[src/rtl/stopwatch_ctrl_pkg.sv]
`default_nettype none
// ============================================================================
// Module : stopwatch_ctrl_pkg
// Brief  : State codes and output bundle shared by the stopwatch control path
// Rev    : 1.0  initial release
// ============================================================================
package stopwatch_ctrl_pkg;

  localparam logic [1:0] ST_IDLE = 2'b00;
  localparam logic [1:0] ST_RUN  = 2'b01;
  localparam logic [1:0] ST_LAP  = 2'b10;
  localparam logic [1:0] ST_STOP = 2'b11;

  typedef struct packed {
    logic enable;
    logic reset_counter;
    logic display_hold;
    logic lap_capture;
  } ctrl_out_t;

  localparam ctrl_out_t CTRL_OUT_RESET = '{enable: 1'b0, reset_counter: 1'b1,
                                           display_hold: 1'b0, lap_capture: 1'b0};

endpackage
`default_nettype wire

[src/rtl/stopwatch_ctrl_key_debounce.sv]
`default_nettype none
// ============================================================================
// Module : key_debounce
// Brief  : 2-flop synchroniser, counter debounce and 1-cycle press pulse
// Rev    : 1.0  initial release
// ============================================================================
module key_debounce #(
  parameter int DB_CYCLES = 3
) (
  input  logic clk,
  input  logic rst_n,
  input  logic key_n,
  output logic press
);

  localparam int            CW       = $clog2(DB_CYCLES + 1);
  localparam logic [CW-1:0] CNT_LAST = CW'(DB_CYCLES - 1);
  localparam logic [CW-1:0] CNT_ONE  = CW'(1);

  logic          sync1;
  logic          sync2;
  logic          db;
  logic [CW-1:0] cnt;
  logic          accept;

  assign accept = (sync2 != db) && (cnt == CNT_LAST);

  always_ff @(posedge clk) begin
    if (!rst_n) begin
      sync1 <= 1'b1;
      sync2 <= 1'b1;
      db    <= 1'b1;
      cnt   <= '0;
      press <= 1'b0;
    end else begin
      sync1 <= key_n;
      sync2 <= sync1;
      // Pulse on the same edge the debounced level falls, not one later.
      press <= accept && !sync2;
      if (sync2 == db) begin
        cnt <= '0;
      end else if (accept) begin
        db  <= sync2;
        cnt <= '0;
      end else begin
        cnt <= cnt + CNT_ONE;
      end
    end
  end

endmodule
`default_nettype wire

[src/rtl/stopwatch_ctrl.sv]
`default_nettype none
// ============================================================================
// Module : stopwatch_ctrl
// Brief  : Debounced key FSM driving counter enable/clear and display hold/lap
// Rev    : 1.0  initial release
// ============================================================================
module stopwatch_ctrl
  import stopwatch_ctrl_pkg::*;
#(
  parameter int DB_CYCLES = 3
) (
  input  logic       clk,
  input  logic       rst_n,
  input  logic       key_start_n,
  input  logic       key_lap_n,
  input  logic       key_reset_n,
  output logic       enable,
  output logic       reset_counter,
  output logic       display_hold,
  output logic       lap_capture,
  output logic [1:0] state
);

  logic press_start;
  logic press_lap;
  logic press_reset;

  key_debounce #(.DB_CYCLES(DB_CYCLES)) u_db_start (
    .clk(clk), .rst_n(rst_n), .key_n(key_start_n), .press(press_start)
  );
  key_debounce #(.DB_CYCLES(DB_CYCLES)) u_db_lap (
    .clk(clk), .rst_n(rst_n), .key_n(key_lap_n), .press(press_lap)
  );
  key_debounce #(.DB_CYCLES(DB_CYCLES)) u_db_reset (
    .clk(clk), .rst_n(rst_n), .key_n(key_reset_n), .press(press_reset)
  );

  logic [1:0] state_q;
  logic [1:0] state_d;
  ctrl_out_t  outs_q;
  ctrl_out_t  outs_d;

  always_ff @(posedge clk) begin
    if (!rst_n) begin
      state_q <= ST_IDLE;
      outs_q  <= CTRL_OUT_RESET;
    end else begin
      state_q <= state_d;
      outs_q  <= outs_d;
    end
  end

  // Per-state if/else chain: only presses valid in the state are listed,
  // so the highest-priority valid press wins (start > reset > lap).
  always_comb begin
    state_d = state_q;
    case (state_q)
      ST_IDLE: begin
        if (press_start) state_d = ST_RUN;
      end
      ST_RUN: begin
        if (press_start)    state_d = ST_STOP;
        else if (press_lap) state_d = ST_LAP;
      end
      ST_LAP: begin
        if (press_start)    state_d = ST_STOP;
        else if (press_lap) state_d = ST_RUN;
      end
      ST_STOP: begin
        if (press_start)      state_d = ST_RUN;
        else if (press_reset) state_d = ST_IDLE;
      end
      default: state_d = ST_IDLE;
    endcase
  end

  // Outputs are decoded from the next state so they register alongside it.
  always_comb begin
    outs_d               = CTRL_OUT_RESET;
    outs_d.enable        = (state_d == ST_RUN) || (state_d == ST_LAP);
    outs_d.reset_counter = (state_d == ST_IDLE);
    outs_d.display_hold  = (state_d == ST_LAP);
    outs_d.lap_capture   = (state_q == ST_RUN) && (state_d == ST_LAP);
  end

  assign state         = state_q;
  assign enable        = outs_q.enable;
  assign reset_counter = outs_q.reset_counter;
  assign display_hold  = outs_q.display_hold;
  assign lap_capture   = outs_q.lap_capture;

endmodule
`default_nettype wire

[config.mk]
export PLATFORM = sky130hd
export DESIGN_NAME = stopwatch_ctrl
export DESIGN_NICKNAME = d
export VERILOG_FILES = /design/src/rtl/stopwatch_ctrl_pkg.sv /design/src/rtl/stopwatch_ctrl_key_debounce.sv /design/src/rtl/stopwatch_ctrl.sv
export SDC_FILE = /design/constraint.sdc
export NUM_CORES = 1
export LEC_CHECK = 0
export ABC_AREA = 1
export BUFFER_PORTS_ARGS = -buffer_cell sky130_fd_sc_hd__buf_4
export CAP_MARGIN = 0
export CORE_MARGIN = 4
export CORE_UTILIZATION = 45
export DETAILED_ROUTE_END_ITERATION = 8
export RECOVER_POWER = 50
export SETUP_SLACK_MARGIN = 0.4
export SYNTH_ARGS = -nofsm -noshare
export SYNTH_HDL_FRONTEND = slang
export SYNTH_HIERARCHICAL = 1
export SYNTH_SLANG_ARGS = --single-unit
[constraint.sdc]
create_clock -name clk -period 3.75 [get_ports clk]
set_input_delay 0.1875 -clock clk [delete_from_list [all_inputs] [get_ports clk]]
set_output_delay 0.1875 -clock clk [all_outputs]
set_load 0.02 [all_outputs]
Word-level counts from Yosys, hierarchy flattened --
Index checks and enable logic that the tools add are counted.
Storage, ports and cells: output and inout bits 6, input port bits 5, register bits 24, word-level logic and storage cells 68
Cells by class: reductions and logical operators 19, $add $sub $neg 3, bitwise gates (word level) 4, mux-type cells 8, equal/unequal tests 14
Operators with widths (count):
- $mux 2 | 7
- $eq 2x2->1 const B | 6
- $reduce_or 3->1 | 3
- $pmux 2 s4 | 1
- $logic_and 1x1->1 | 7
- $add 2x1->2 const B | 3
- $reduce_and 2->1 | 3
- $eq 2x1->1 const B | 2
- $logic_not 2->1 | 2
- $not 1->1 | 4
- $eq 1x1->1 | 3
- $logic_not 1->1 | 3
- $ne 1x1->1 | 3
- $logic_or 1x1->1 | 1

Logic depth before layout (Yosys ltp) --
word-level depth 5, gate-level depth with buffers 8, mapped depth without buffers 8

Modules after synthesis --
Netlist, hierarchy kept.
Modules (own cells, without submodules):
- key_debounce | area each 212.7 µm², cells each 23, sequential area each 120.1 µm², instances 3
- stopwatch_ctrl | area each 292.8 µm², cells each 40, sequential area each 120.1 µm², instances 1

Worst setup path after synthesis --
Ideal clock, no wire load.
kind flip-flop to flip-flop, start point register state_q[0], in the netlist state[0], end point register outs_q (netlist bit reset_counter), required time 3.627 ns, setup time 0.123 ns, period minus slack after synthesis 1.428 ns, slack 2.322 ns, stages on the path, launching flop included 8, buffers on the path 0, arrival 1.305 ns, cells stage by stage dfxtp_1 inv_1 nor2_2 nand2_1 nand3_2 nor2_2 ha_1 or2_2
RTL lines:
- from (decl) | RTL line stopwatch_ctrl.sv:38 | logic [1:0] state_q;
- from (signal assigned) | RTL line stopwatch_ctrl.sv:48 | state_q <= state_d;
- to (signal assigned) | RTL line stopwatch_ctrl.sv:49 | outs_q <= outs_d;
- to (decl) | RTL line stopwatch_ctrl.sv:40 | ctrl_out_t outs_q;

==> flow_summary.json <==
{
  "pwr-share-clk": 0.396,
  "firstDrtPassIters": 4,
  "dieHeight_um": 53.5,
  "r2r_cells": 7,
  "drv_slew": 0,
  "wl_per_cell_um": 8.48,
  "clock_latency_ps": 310,
  "grt_max_degree": 15,
  "seq_area_frac_synth": 0.516,
  "cts_root_buffer": "clkbuf_4",
  "layout_common_cells": "dfxtp_1, inv_1, nand2_1, nor2_1",
  "grt_overflow": 0,
  "irDropWorstVdd_v": 0.000216,
  "utilization": 0.545,
  "yosys_warnings": 6,
  "cts_buffer_depth": 2,
  "p_leak_nw": 0.526,
  "portBuffers": 10,
  "die-area_um2": 2860,
  "syn-num-nets": 119,
  "viasPerCell": 4.31,
  "switching_share": 0.182,
  "post-dp-hpwl_um": 1010,
  "layout-area-overhead-vs-synth_pct": 14.8,
  "initial_core_util": 0.474,
  "layout_min_cycle_time_ps": 1370,
  "drt_iter0_markers": 7,
  "power_density_nw_per_um2": 428,
  "grt_pass1_vias": 585,
  "end_kind": "flop",
  "startpoint_type": "flop",
  "final_common_cell": "dfxtp_1",
  "power_frac_comb": 0.033,
  "syn_avg_cell_area_um2": 8.54,
  "ys_ff_latch": 24,
  "p_int_mw": 0.374,
  "core_area_um2": 1960,
  "hold_buffers": 0,
  "holdCritPathClass": "primary input to flop",
  "ios": 11,
  "setup_violations": 0,
  "vias": 647,
  "wl_um": 1270,
  "track_usage": 0.115,
  "antenna_found_initial": 0,
  "crit_type": "flop to flop",
  "clk_pin_slew_worst_paths_ps": 130,
  "hold_viol": 0,
  "clock.fmax_ghz": 0.730,
  "whs_path_depth": 2,
  "ant_nets": 0,
  "status": "finished clean",
  "rows": 16,
  "cts_tree": "built",
  "cap_violations": 0,
  "cts.sinks": 24,
  "fillers": 217,
  "diodes": 0,
  "synth_cells": 109,
  "drc_errors": 0,
  "layout-drive-gt1-share": 0.276,
  "worst_pin_slew_ps": 255,
  "worstPathMaxFanout": 6,
  "die_w_um": 53.5,
  "post-cts-setup-buffers": 0,
  "power_frac_seq": 0.571,
  "worst_ep_required_time_ps": 3960,
  "num-nets-final": 134,
  "skew_ps": 8.53,
  "synth_area_um2": 931,
  "grt_first_pass_wirelength_um": 2320,
  "rsz0062_at_grt": "false",
  "power.switching_mw": 0.0834,
  "numCtsBuffers": 3,
  "cts_max_level": 1,
  "fin_total_pwr_mw": 0.458,
  "fin_crit_sh": 0.365,
  "ys_types": 14,
  "fin_setup_tns_ps": 0,
  "crit_arrival_ps": 1580,
  "relSlewSlack": 0.830,
  "gp_congestion": 0.723,
  "postCtsResizedCells": 0
}
[sequential cells by signal (all words and copies together) (netlist names), 2 cells and up]
register and cells:
u_db_reset/cnt 2, u_db_start/cnt 2, u_db_lap/cnt 2, state 2
[final cells by class]
type	instances	area, um^2	share of cell area
multi-input combinational	64	367	0.343
timing repair buffer	10	56.3	0.0527
tap	27	33.8	0.0316
inverter	21	78.8	0.0738
clock buffer	3	22.5	0.0211
sequential	24	480	0.450
clock inverter	1	30.0	0.0281
[cells in the mapped netlist]
cell type / instances / share of area
nor2_1: 11 / 0.044
nand3_1: 3 / 0.016
nor2_2: 7 / 0.047
inv_2: 4 / 0.016
nand3_2: 5 / 0.054
dfxtp_1: 24 / 0.52
or2_2: 7 / 0.047
a21oi_1: 3 / 0.016
nor3_1: 2 / 0.011
nand2_2: 3 / 0.020
nand2_1: 15 / 0.060
o21ai_0: 3 / 0.016
ha_1: 5 / 0.067
inv_1: 17 / 0.069
[layer usage]
metal,share of wire,track usage,vias up
met2,0.43,0.178,15
met3,0.064,0.0254,2
met5,0,0,-
met1,0.49,0.140,272
met4,0.016,0.0766,0
li1,-,-,358
[path summary, 6_finish.rpt]
path                         startpoint                          to  slack [ps]
max reg2reg         state[1]$_SDFF_PN0_    reset_counter$_SDFF_PN1_        2380
max                 state[1]$_SDFF_PN0_    reset_counter$_SDFF_PN1_        2380
min                           key_lap_n   u_db_lap/sync1$_SDFF_PN1_          60
min reg2reg  u_db_lap/cnt[0]$_SDFF_PP0_  u_db_lap/cnt[0]$_SDFF_PP0_         420
[power by group through the flow]
stage                     clock (mW)  combinational, mW  sequential, mW
after floorplan                    0             0.0106           0.267
after global placement             0             0.0156           0.267
after detailed placement           0             0.0161           0.267
after CTS                      0.189             0.0163           0.261
after global routing           0.198             0.0181           0.262
final                          0.181             0.0151           0.261
[through the flow]
stage          instance area (um^2)  worst slack (ps)  hold slack (ps)  instances
2_1_floorplan                   931              2320              285        109
3_3_place_gp                   1040              2390              375        146
3_5_place_dp                   1040              2380              377        146
4_1_cts                        1090              2370             45.9        150
5_1_grt                        1070              2280             40.4        150
6_report                       1070              2380             56.0        150
[logic make-up after synthesis]
| kind of cell | synth area share |
|---|---|
| AOI/OAI and AO/OA | 0.0322 |
| and+or+nand+nor | 0.300 |
| adders and majority gates | 0.0672 |
| buffers and inverters | 0.0847 |
| DFF | 0.516 |
[worst max-delay path, stage by stage (launching register included)]
cell     delay [ps]
dfxtp_1         460
inv_2            50
nor2_2          110
nand2_1          70
nand3_2          70
nor2_2           50
ha_1            190
or2_2           280
No activity file was read; power rests on OpenSTA's default activity.
